**config.mk**
```make
export PLATFORM = sky130hd
export DESIGN_NAME = rtc_reset_sequencer_flat
export DESIGN_NICKNAME = d
export VERILOG_FILES = /design/src/rtl/rtc_reset_sequencer_if.sv /design/src/rtl/rtc_reset_sequencer.sv /design/src/flat_wrapper.sv
export SDC_FILE = /design/constraint.sdc
export NUM_CORES = 1
export LEC_CHECK = 0
export ABC_AREA = 1
export CORE_UTILIZATION = 25
export DETAILED_ROUTE_END_ITERATION = 12
export DONT_BUFFER_PORTS = 1
export GPL_TIMING_DRIVEN = 0
export SLEW_MARGIN = 20
export SYNTH_ARGS = -nofsm -noshare
export SYNTH_HDL_FRONTEND = slang
export SYNTH_SLANG_ARGS = --single-unit
```
**constraint.sdc**
```tcl
create_clock -name clk_peripheral -period 1.87 [get_ports clk_peripheral]
set_clock_uncertainty 0.05 [all_clocks]
set_input_delay 0.374 -clock clk_peripheral [delete_from_list [all_inputs] [get_ports clk_peripheral]]
set_output_delay 0.374 -clock clk_peripheral [all_outputs]
set_load 0.01 [all_outputs]
```
**src/rtl/rtc_reset_sequencer_if.sv**
```systemverilog
// Signal bundle for the RTC staged reset sequencer.
// Groups the soft-reset handshake, per-stage reset outputs, ready and debug state.
// Master modport belongs to the soft-reset requester; slave modport belongs to the sequencer.
interface rtc_reset_sequencer_if;
  logic       soft_req;
  logic       soft_ack;
  logic [2:0] reset_out;
  logic [2:0] reset_n_out;
  logic       ready;
  logic [2:0] state;

  modport master (
    output soft_req,
    input  soft_ack,
    input  reset_out,
    input  reset_n_out,
    input  ready,
    input  state
  );

  modport slave (
    input  soft_req,
    output soft_ack,
    output reset_out,
    output reset_n_out,
    output ready,
    output state
  );
endinterface

```
**src/rtl/rtc_reset_sequencer.sv**
```systemverilog
// Staged reset controller for the RTC peripheral subsystem (clk_peripheral domain).
// Releases stage 0 (AXI interconnect), stage 1 (I2C master), stage 2 (RTC core) in order,
// and raises ready once all three are out of reset. All outputs are registered.
// Optional feature: define RTC_RESET_SYNC_EN to pass soft_req through a 2-flop synchronizer
// (soft_req may then be asynchronous; every soft_req timing shifts 2 edges later).
//
// Soft-reset handshake (4-phase, level based): the requester raises soft_req and keeps it high;
// the sequencer answers with soft_ack=1 while it holds every domain in reset (DRAIN). The
// requester drops soft_req, the sequencer drops soft_ack on the edge it samples soft_req low and
// restarts the release sequence from HOLD. A new request may only start after soft_ack is low.
module rtc_reset_sequencer #(
  parameter int HOLD_CYCLES = 16,
  parameter int STAGE_GAP   = 8,
  parameter int CNT_W       = 8
) (
  input  logic                  clk_peripheral,
  input  logic                  reset,
  rtc_reset_sequencer_if.slave  bus
);

  typedef enum logic [2:0] {
    HOLD  = 3'd0,
    REL0  = 3'd1,
    REL1  = 3'd2,
    RUN   = 3'd3,
    DRAIN = 3'd4
  } state_e;

  localparam logic [CNT_W-1:0] HOLD_LAST = CNT_W'(HOLD_CYCLES - 1);
  localparam logic [CNT_W-1:0] GAP_LAST  = CNT_W'(STAGE_GAP - 1);
  localparam logic [CNT_W-1:0] CNT_ONE   = CNT_W'(1);

  // Kept as a plain vector so illegal codes 5-7 are representable and recoverable.
  logic [2:0]       state_q;
  state_e           state_d;
  logic [CNT_W-1:0] cnt_q, cnt_d;
  logic [2:0]       reset_out_q, reset_out_d;
  logic             ready_q, ready_d;
  logic             soft_ack_q, soft_ack_d;
  logic             soft_s;

`ifdef RTC_RESET_SYNC_EN
  logic soft_meta_q, soft_sync_q;

  // Two-flop synchronizer for an asynchronous soft_req.
  always_ff @(posedge clk_peripheral or posedge reset) begin
    if (reset) begin
      soft_meta_q <= 1'b0;
      soft_sync_q <= 1'b0;
    end else begin
      soft_meta_q <= bus.soft_req;
      soft_sync_q <= soft_meta_q;
    end
  end

  assign soft_s = soft_sync_q;
`else
  assign soft_s = bus.soft_req;
`endif

  // State, counter and registered outputs; reset forces every domain into reset at once.
  always_ff @(posedge clk_peripheral or posedge reset) begin
    if (reset) begin
      state_q     <= HOLD;
      cnt_q       <= '0;
      reset_out_q <= 3'b111;
      ready_q     <= 1'b0;
      soft_ack_q  <= 1'b0;
    end else begin
      state_q     <= state_d;
      cnt_q       <= cnt_d;
      reset_out_q <= reset_out_d;
      ready_q     <= ready_d;
      soft_ack_q  <= soft_ack_d;
    end
  end

  // Next state and counter; outputs are decoded from the next state so they register with it.
  always_comb begin
    state_d     = HOLD;
    cnt_d       = '0;
    reset_out_d = 3'b111;
    ready_d     = 1'b0;
    soft_ack_d  = 1'b0;

    case (state_q)
      HOLD: begin
        if (soft_s)                  state_d = DRAIN;
        else if (cnt_q == HOLD_LAST) state_d = REL0;
        else begin
          state_d = HOLD;
          cnt_d   = cnt_q + CNT_ONE;
        end
      end
      REL0: begin
        if (soft_s)                 state_d = DRAIN;
        else if (cnt_q == GAP_LAST) state_d = REL1;
        else begin
          state_d = REL0;
          cnt_d   = cnt_q + CNT_ONE;
        end
      end
      REL1: begin
        if (soft_s)                 state_d = DRAIN;
        else if (cnt_q == GAP_LAST) state_d = RUN;
        else begin
          state_d = REL1;
          cnt_d   = cnt_q + CNT_ONE;
        end
      end
      RUN: begin
        if (soft_s) state_d = DRAIN;
        else begin
          state_d = RUN;
          cnt_d   = cnt_q;
        end
      end
      DRAIN: begin
        if (soft_s) begin
          state_d = DRAIN;
          cnt_d   = cnt_q + CNT_ONE;
        end else begin
          state_d = HOLD;
        end
      end
      default: state_d = HOLD;
    endcase

    case (state_d)
      REL0:    reset_out_d = 3'b110;
      REL1:    reset_out_d = 3'b100;
      RUN: begin
        reset_out_d = 3'b000;
        ready_d     = 1'b1;
      end
      DRAIN:   soft_ack_d  = 1'b1;
      default: reset_out_d = 3'b111;
    endcase
  end

  assign bus.reset_out   = reset_out_q;
  assign bus.reset_n_out = ~reset_out_q;
  assign bus.ready       = ready_q;
  assign bus.soft_ack    = soft_ack_q;
  assign bus.state       = state_q;

endmodule
```
**src/flat_wrapper.sv**
```systemverilog
// flat-port wrapper written by rule: the top's interface ports become plain ports
module rtc_reset_sequencer_flat 
#(
  parameter int HOLD_CYCLES = 16,
  parameter int STAGE_GAP   = 8,
  parameter int CNT_W       = 8
)
  (clk_peripheral, reset, bus_soft_req, bus_soft_ack, bus_reset_out, bus_reset_n_out, bus_ready, bus_state);
  rtc_reset_sequencer_if bus_i ();
  input  logic clk_peripheral;
  input  logic reset;
  input wire logic [$bits(bus_i.soft_req)-1:0] bus_soft_req;
  output wire logic [$bits(bus_i.soft_ack)-1:0] bus_soft_ack;
  output wire logic [$bits(bus_i.reset_out)-1:0] bus_reset_out;
  output wire logic [$bits(bus_i.reset_n_out)-1:0] bus_reset_n_out;
  output wire logic [$bits(bus_i.ready)-1:0] bus_ready;
  output wire logic [$bits(bus_i.state)-1:0] bus_state;
  assign bus_i.soft_req = bus_soft_req;
  assign bus_soft_ack = bus_i.soft_ack;
  assign bus_reset_out = bus_i.reset_out;
  assign bus_reset_n_out = bus_i.reset_n_out;
  assign bus_ready = bus_i.ready;
  assign bus_state = bus_i.state;
  rtc_reset_sequencer #(.HOLD_CYCLES(HOLD_CYCLES), .STAGE_GAP(STAGE_GAP), .CNT_W(CNT_W)) u_core (.clk_peripheral(clk_peripheral), .reset(reset), .bus(bus_i));
endmodule
```
After elaboration in Yosys (flattened, before gate mapping)
Index checks and enable logic that the tools add are counted.
- equality and inequality tests: 11
- add/subtract/negate cells: 1
- bitwise logic cells: 1
- mux-type cells: 19
- reduce and logical (&&, ||, !) cells: 2
- operators by type and width (kind ; number):
    two-way mux 8 bit ; 6
    one-hot mux 8 bit (4 select lines) ; 1
    two-way mux 3 bit ; 5
    one-hot mux 3 bit (5 select lines) ; 1
    == test 3 x 2 -> 1 bit, second input constant ; 4
    one-hot mux 3 bit (3 select lines) ; 1
    adder 8 x 1 -> 8 bit, second input constant ; 1
    == test 8 x 3 -> 1 bit, second input constant ; 1
    == test 8 x 4 -> 1 bit, second input constant ; 1
    == test 3 x 1 -> 1 bit, second input constant ; 2
    == test 3 bit, second input constant ; 2
    two-way mux 1 bit ; 4
    logical NOT 3 bit ; 1
    inverter 3 bit ; 1
    two-way mux 2 bit ; 1
    != test 2 bit, second input constant ; 1
    OR reduction 2 bit ; 1
- output and inout port bits: 11
- word-level logic and storage cells: 39
- bits in registers: 16
- input port bits: 3

Longest topological paths before layout
- depth in word-level cells: 6
- depth in mapped cells: 10
- mapped depth without buffers: 10

Worst setup path after synthesis
No wires, ideal clock.
- path kind: reg-to-reg
- start point: register u_core.cnt_q[0]
- end point: register u_core.cnt_q[5]
- cell stages (with the launch flop): 11
- slack: 510 ps
- buffers on the path: 0
- arrival: 1191 ps
- library setup time: 120 ps
- cell sequence: dfrtp_1 > ha_1 > nand2_1 > inv_2 > nand2_2 > nor2_4 > inv_1 > nand2_1 > nand3_2 > nor2_2 > nor2_1
- word-level cells in the longest chain between the ends: 4
- elaborated cells between the ends (all ways): 9
- ends and longest elaborated chain (what ; line ; source):
    start, declared ; rtc_reset_sequencer.sv:36 ; logic [CNT_W-1:0] cnt_q, cnt_d;
    start signal, assigned ; rtc_reset_sequencer.sv:71 ; cnt_q <= cnt_d;
    adder 8 x 1 -> 8 bit, or another cell as far along ; -- ;
    two-way mux 8 bit, on equally long branches ; rtc_reset_sequencer.sv:97, rtc_reset_sequencer.sv:105, rtc_reset_sequencer.sv:89 ;
    two-way mux 8 bit, on equally long branches ; rtc_reset_sequencer.sv:96, rtc_reset_sequencer.sv:88 ;
    one-hot mux 8 bit (4 select lines) (*) ; rtc_reset_sequencer.sv:86 ; case (state_q)
Every way passes the cells marked *; elsewhere a longest branch is shown, timed or not.
A chain may end at the register's enable or synchronous reset.

Final worst setup path
- start point: register u_core.cnt_q[1]
- end point: register u_core.cnt_q[3]
The elaborated chain is that of the path after synthesis.

==> run summary <==
Synth Warn # -> 0
CP Class -> reg2reg
overflow left after global routing -> 0
pin count of the biggest net entering global routing -> 17
outcome -> completed
Final GP Congestion -> 0.754
min-delay worst type -> in2async
initial antenna violation count -> 0
Synth Net Count -> 126
area occupied by multi-input gates -> 459 um2
min Tclk post-route -> 1.57 ns
Fmax achieved -> 639 MHz
Routed WL per cell -> 10.3 um
input/output buffers -> 0
area delta synth->final -> 12.1%
initial core utilization -> 25.9%
RSZ-0062 raised after global routing -> no
vias -> 762
r2r setup slk -> 0.30 ns
final-report setup violation count -> 0
critical path buffer and inverter count -> 2
Worst R2R Start -> u_core.cnt_q[1]
power per cell area -> 666 nW/um2
slowest stage delay, CP -> 0.38 ns
Core ar. -> 3660 um2
CP Data Required Time -> 1.96 ns
ant diodes -> 0
Clock Latency Late Sink -> 0.25 ns
IO Pins -> 14
CP dominant cell by count -> nand2_1
worst r2r dst -> u_core.cnt_q[3]
number of setup buffers added after CTS -> 0
# fillers -> 419
Clock Tree Buf Depth -> 2
Hold Vio Cnt, Final -> 0
slew at the pin closest to its max-slew limit -> 0.593 ns
CTS buffer count -> 3
crit-path max FO -> 5
Slew Viols, Final -> 0
Final Util -> 29.1%
WL final -> 1.80 mm
Worst Path Arrival -> 1.66 ns
most frequent cells in the layout -> nand2_1 (28), inv_1 (19), dfrtp_1 (13), nor2_1 (12), nand3_1 (11)
hold_buf cts -> 0
most common cell after layout, fill and taps aside -> nand2_1
Slew HR -> 60.4%
R2R cell count -> 10
1st-iter DRT viols -> 18
Yosys reg bits -> 16
CP cell instances -> ha_1 > nand2_1 > inv_2 > nand2_2 > nor2_4 > inv_1 > nand2_1 > nand3_2 > nor2_2 > nor2_1
Total GRT Usage -> 10.8%
vias per cell -> 4.38
Crit. path cell count -> 10
MaxCap Viol Count -> 0
Cell Rows -> 22
post-route DRC violation count -> 0
first-pass GRT wire length -> 3.37 mm
# resized after CTS -> 0
layout cell share with drive strength beyond 1 -> 22.2%
DP HPWL -> 1.43 mm
startpoint type of the worst setup path -> register
Cells after Synth -> 122
register area share after synthesis -> 42.6%
post-route clock period utilization -> 83.7%
Final #Nets -> 131
clock sink total -> 16
Leak -> 0.540 nW
post-route setup TNS -> 0 ns
Die Ht -> 63.6 um
synthesized area per cell -> 7.78 um2
CP delay by family, top -> simple AND/OR/NAND/NOR gates
maximum VDD drop -> 0.000404 V
DR pass1 iterations -> 4
CTS H-tree depth -> 1
vias in the first global route -> 751
Register Area -> 404 um2
Cell variety after synth -> 23
crit path capture type -> register
antenna-violating nets left -> 0
Worst path slowest cell -> dfrtp_1
Die ar. -> 4050 um2
Reg clk slew, reported paths -> 0.06 ns
mapped cell area -> 950 um2
DIE WIDTH -> 63.6 um
CTS tree -> built
CTS Root Cell -> clkbuf_8
## area by class of cell
cell class | count | area share (%)
multi-input combinational | 83 | 43.1
clock buffer | 4 | 5.17
inverter | 23 | 8.11
tap | 48 | 5.64
sequential | 16 | 38.0
## sequential cells by signal (all words and copies together), names as in the netlist
name / count
u_core.bus.state: 3
u_core.bus.ready: 1
u_core.bus.reset_out: 3
u_core.cnt_q: 8
u_core.bus.soft_ack: 1
## routing by layer
layer  vias up  wire, um  track usage, %
met1       351       864            13.7
li1        396         -               -
met5         -         0               0
met2        11       836            16.9
met4         0        36            5.97
met3         4        60            2.54
## how the worst max path moves through the flow
stage,startpoint,endpoint,slack [ns]
2_1_floorplan,u_core.cnt_q[0],u_core.cnt_q[5],0.51
3_3_place_gp,u_core.cnt_q[1],u_core.cnt_q[7],0.31
3_5_place_dp,u_core.cnt_q[0],u_core.cnt_q[3],0.30
4_1_cts,u_core.cnt_q[0],u_core.cnt_q[3],0.29
5_1_grt,u_core.cnt_q[0],u_core.cnt_q[3],0.12
6_report,u_core.cnt_q[1],u_core.cnt_q[3],0.30
## cell usage after synthesis
cell type	n	area, um2
a21oi_2	1	8.76
inv_2	4	15.0
nor2_4	3	33.8
nor2_2	4	25.0
nor2_1	12	45.0
nand3_4	1	17.5
nand4_1	7	43.8
ha_1	1	12.5
nand2_2	4	25.0
dfstp_2	3	78.8
o21ai_0	1	5.00
nand3_1	11	55.1
o21ai_2	1	8.76
dfrtp_1	13	325
o21bai_1	1	7.51
xor2_1	2	17.5
nor3_1	1	5.00
nand2_1	28	105
nand2_4	1	11.3
nand3_2	1	10.0
a21oi_1	2	10.0
nand4_2	1	12.5
inv_1	19	71.3
## metrics by stage
step	power [W]	hold WS, ns	setup WS, ns	instances	cell area, um2
after floorplan	0.000402	0.236	0.510	122	950
after global placement	0.000411	0.321	0.311	170	1010
after detailed placement	0.000411	0.325	0.303	170	1010
after CTS	0.000723	0.0486	0.290	174	1060
after global routing	0.000745	0.0840	0.123	174	1060
final	0.000710	0.0241	0.304	174	1060
## power breakdown
part / switching, W / internal, W / leakage (nW) / total (W)
combinational: 0.0000271 / 0.0000120 / 0.305 / 0.0000391
sequential: 0.0000101 / 0.000355 / 0.206 / 0.000365
clock: 0.000119 / 0.000187 / 0.0288 / 0.000305
total: 0.000156 / 0.000554 / 0.540 / 0.000710
## cells by family after synthesis
group | after synthesis | synth area share (%)
flops | 16 | 42.6
xor+xnor | 2 | 1.84
simple gates | 74 | 41.0
buf+inv | 23 | 9.09
compound gates | 6 | 4.22
fa+ha+maj | 1 | 1.32
Note: power is estimated with default switching activity, not from simulation.
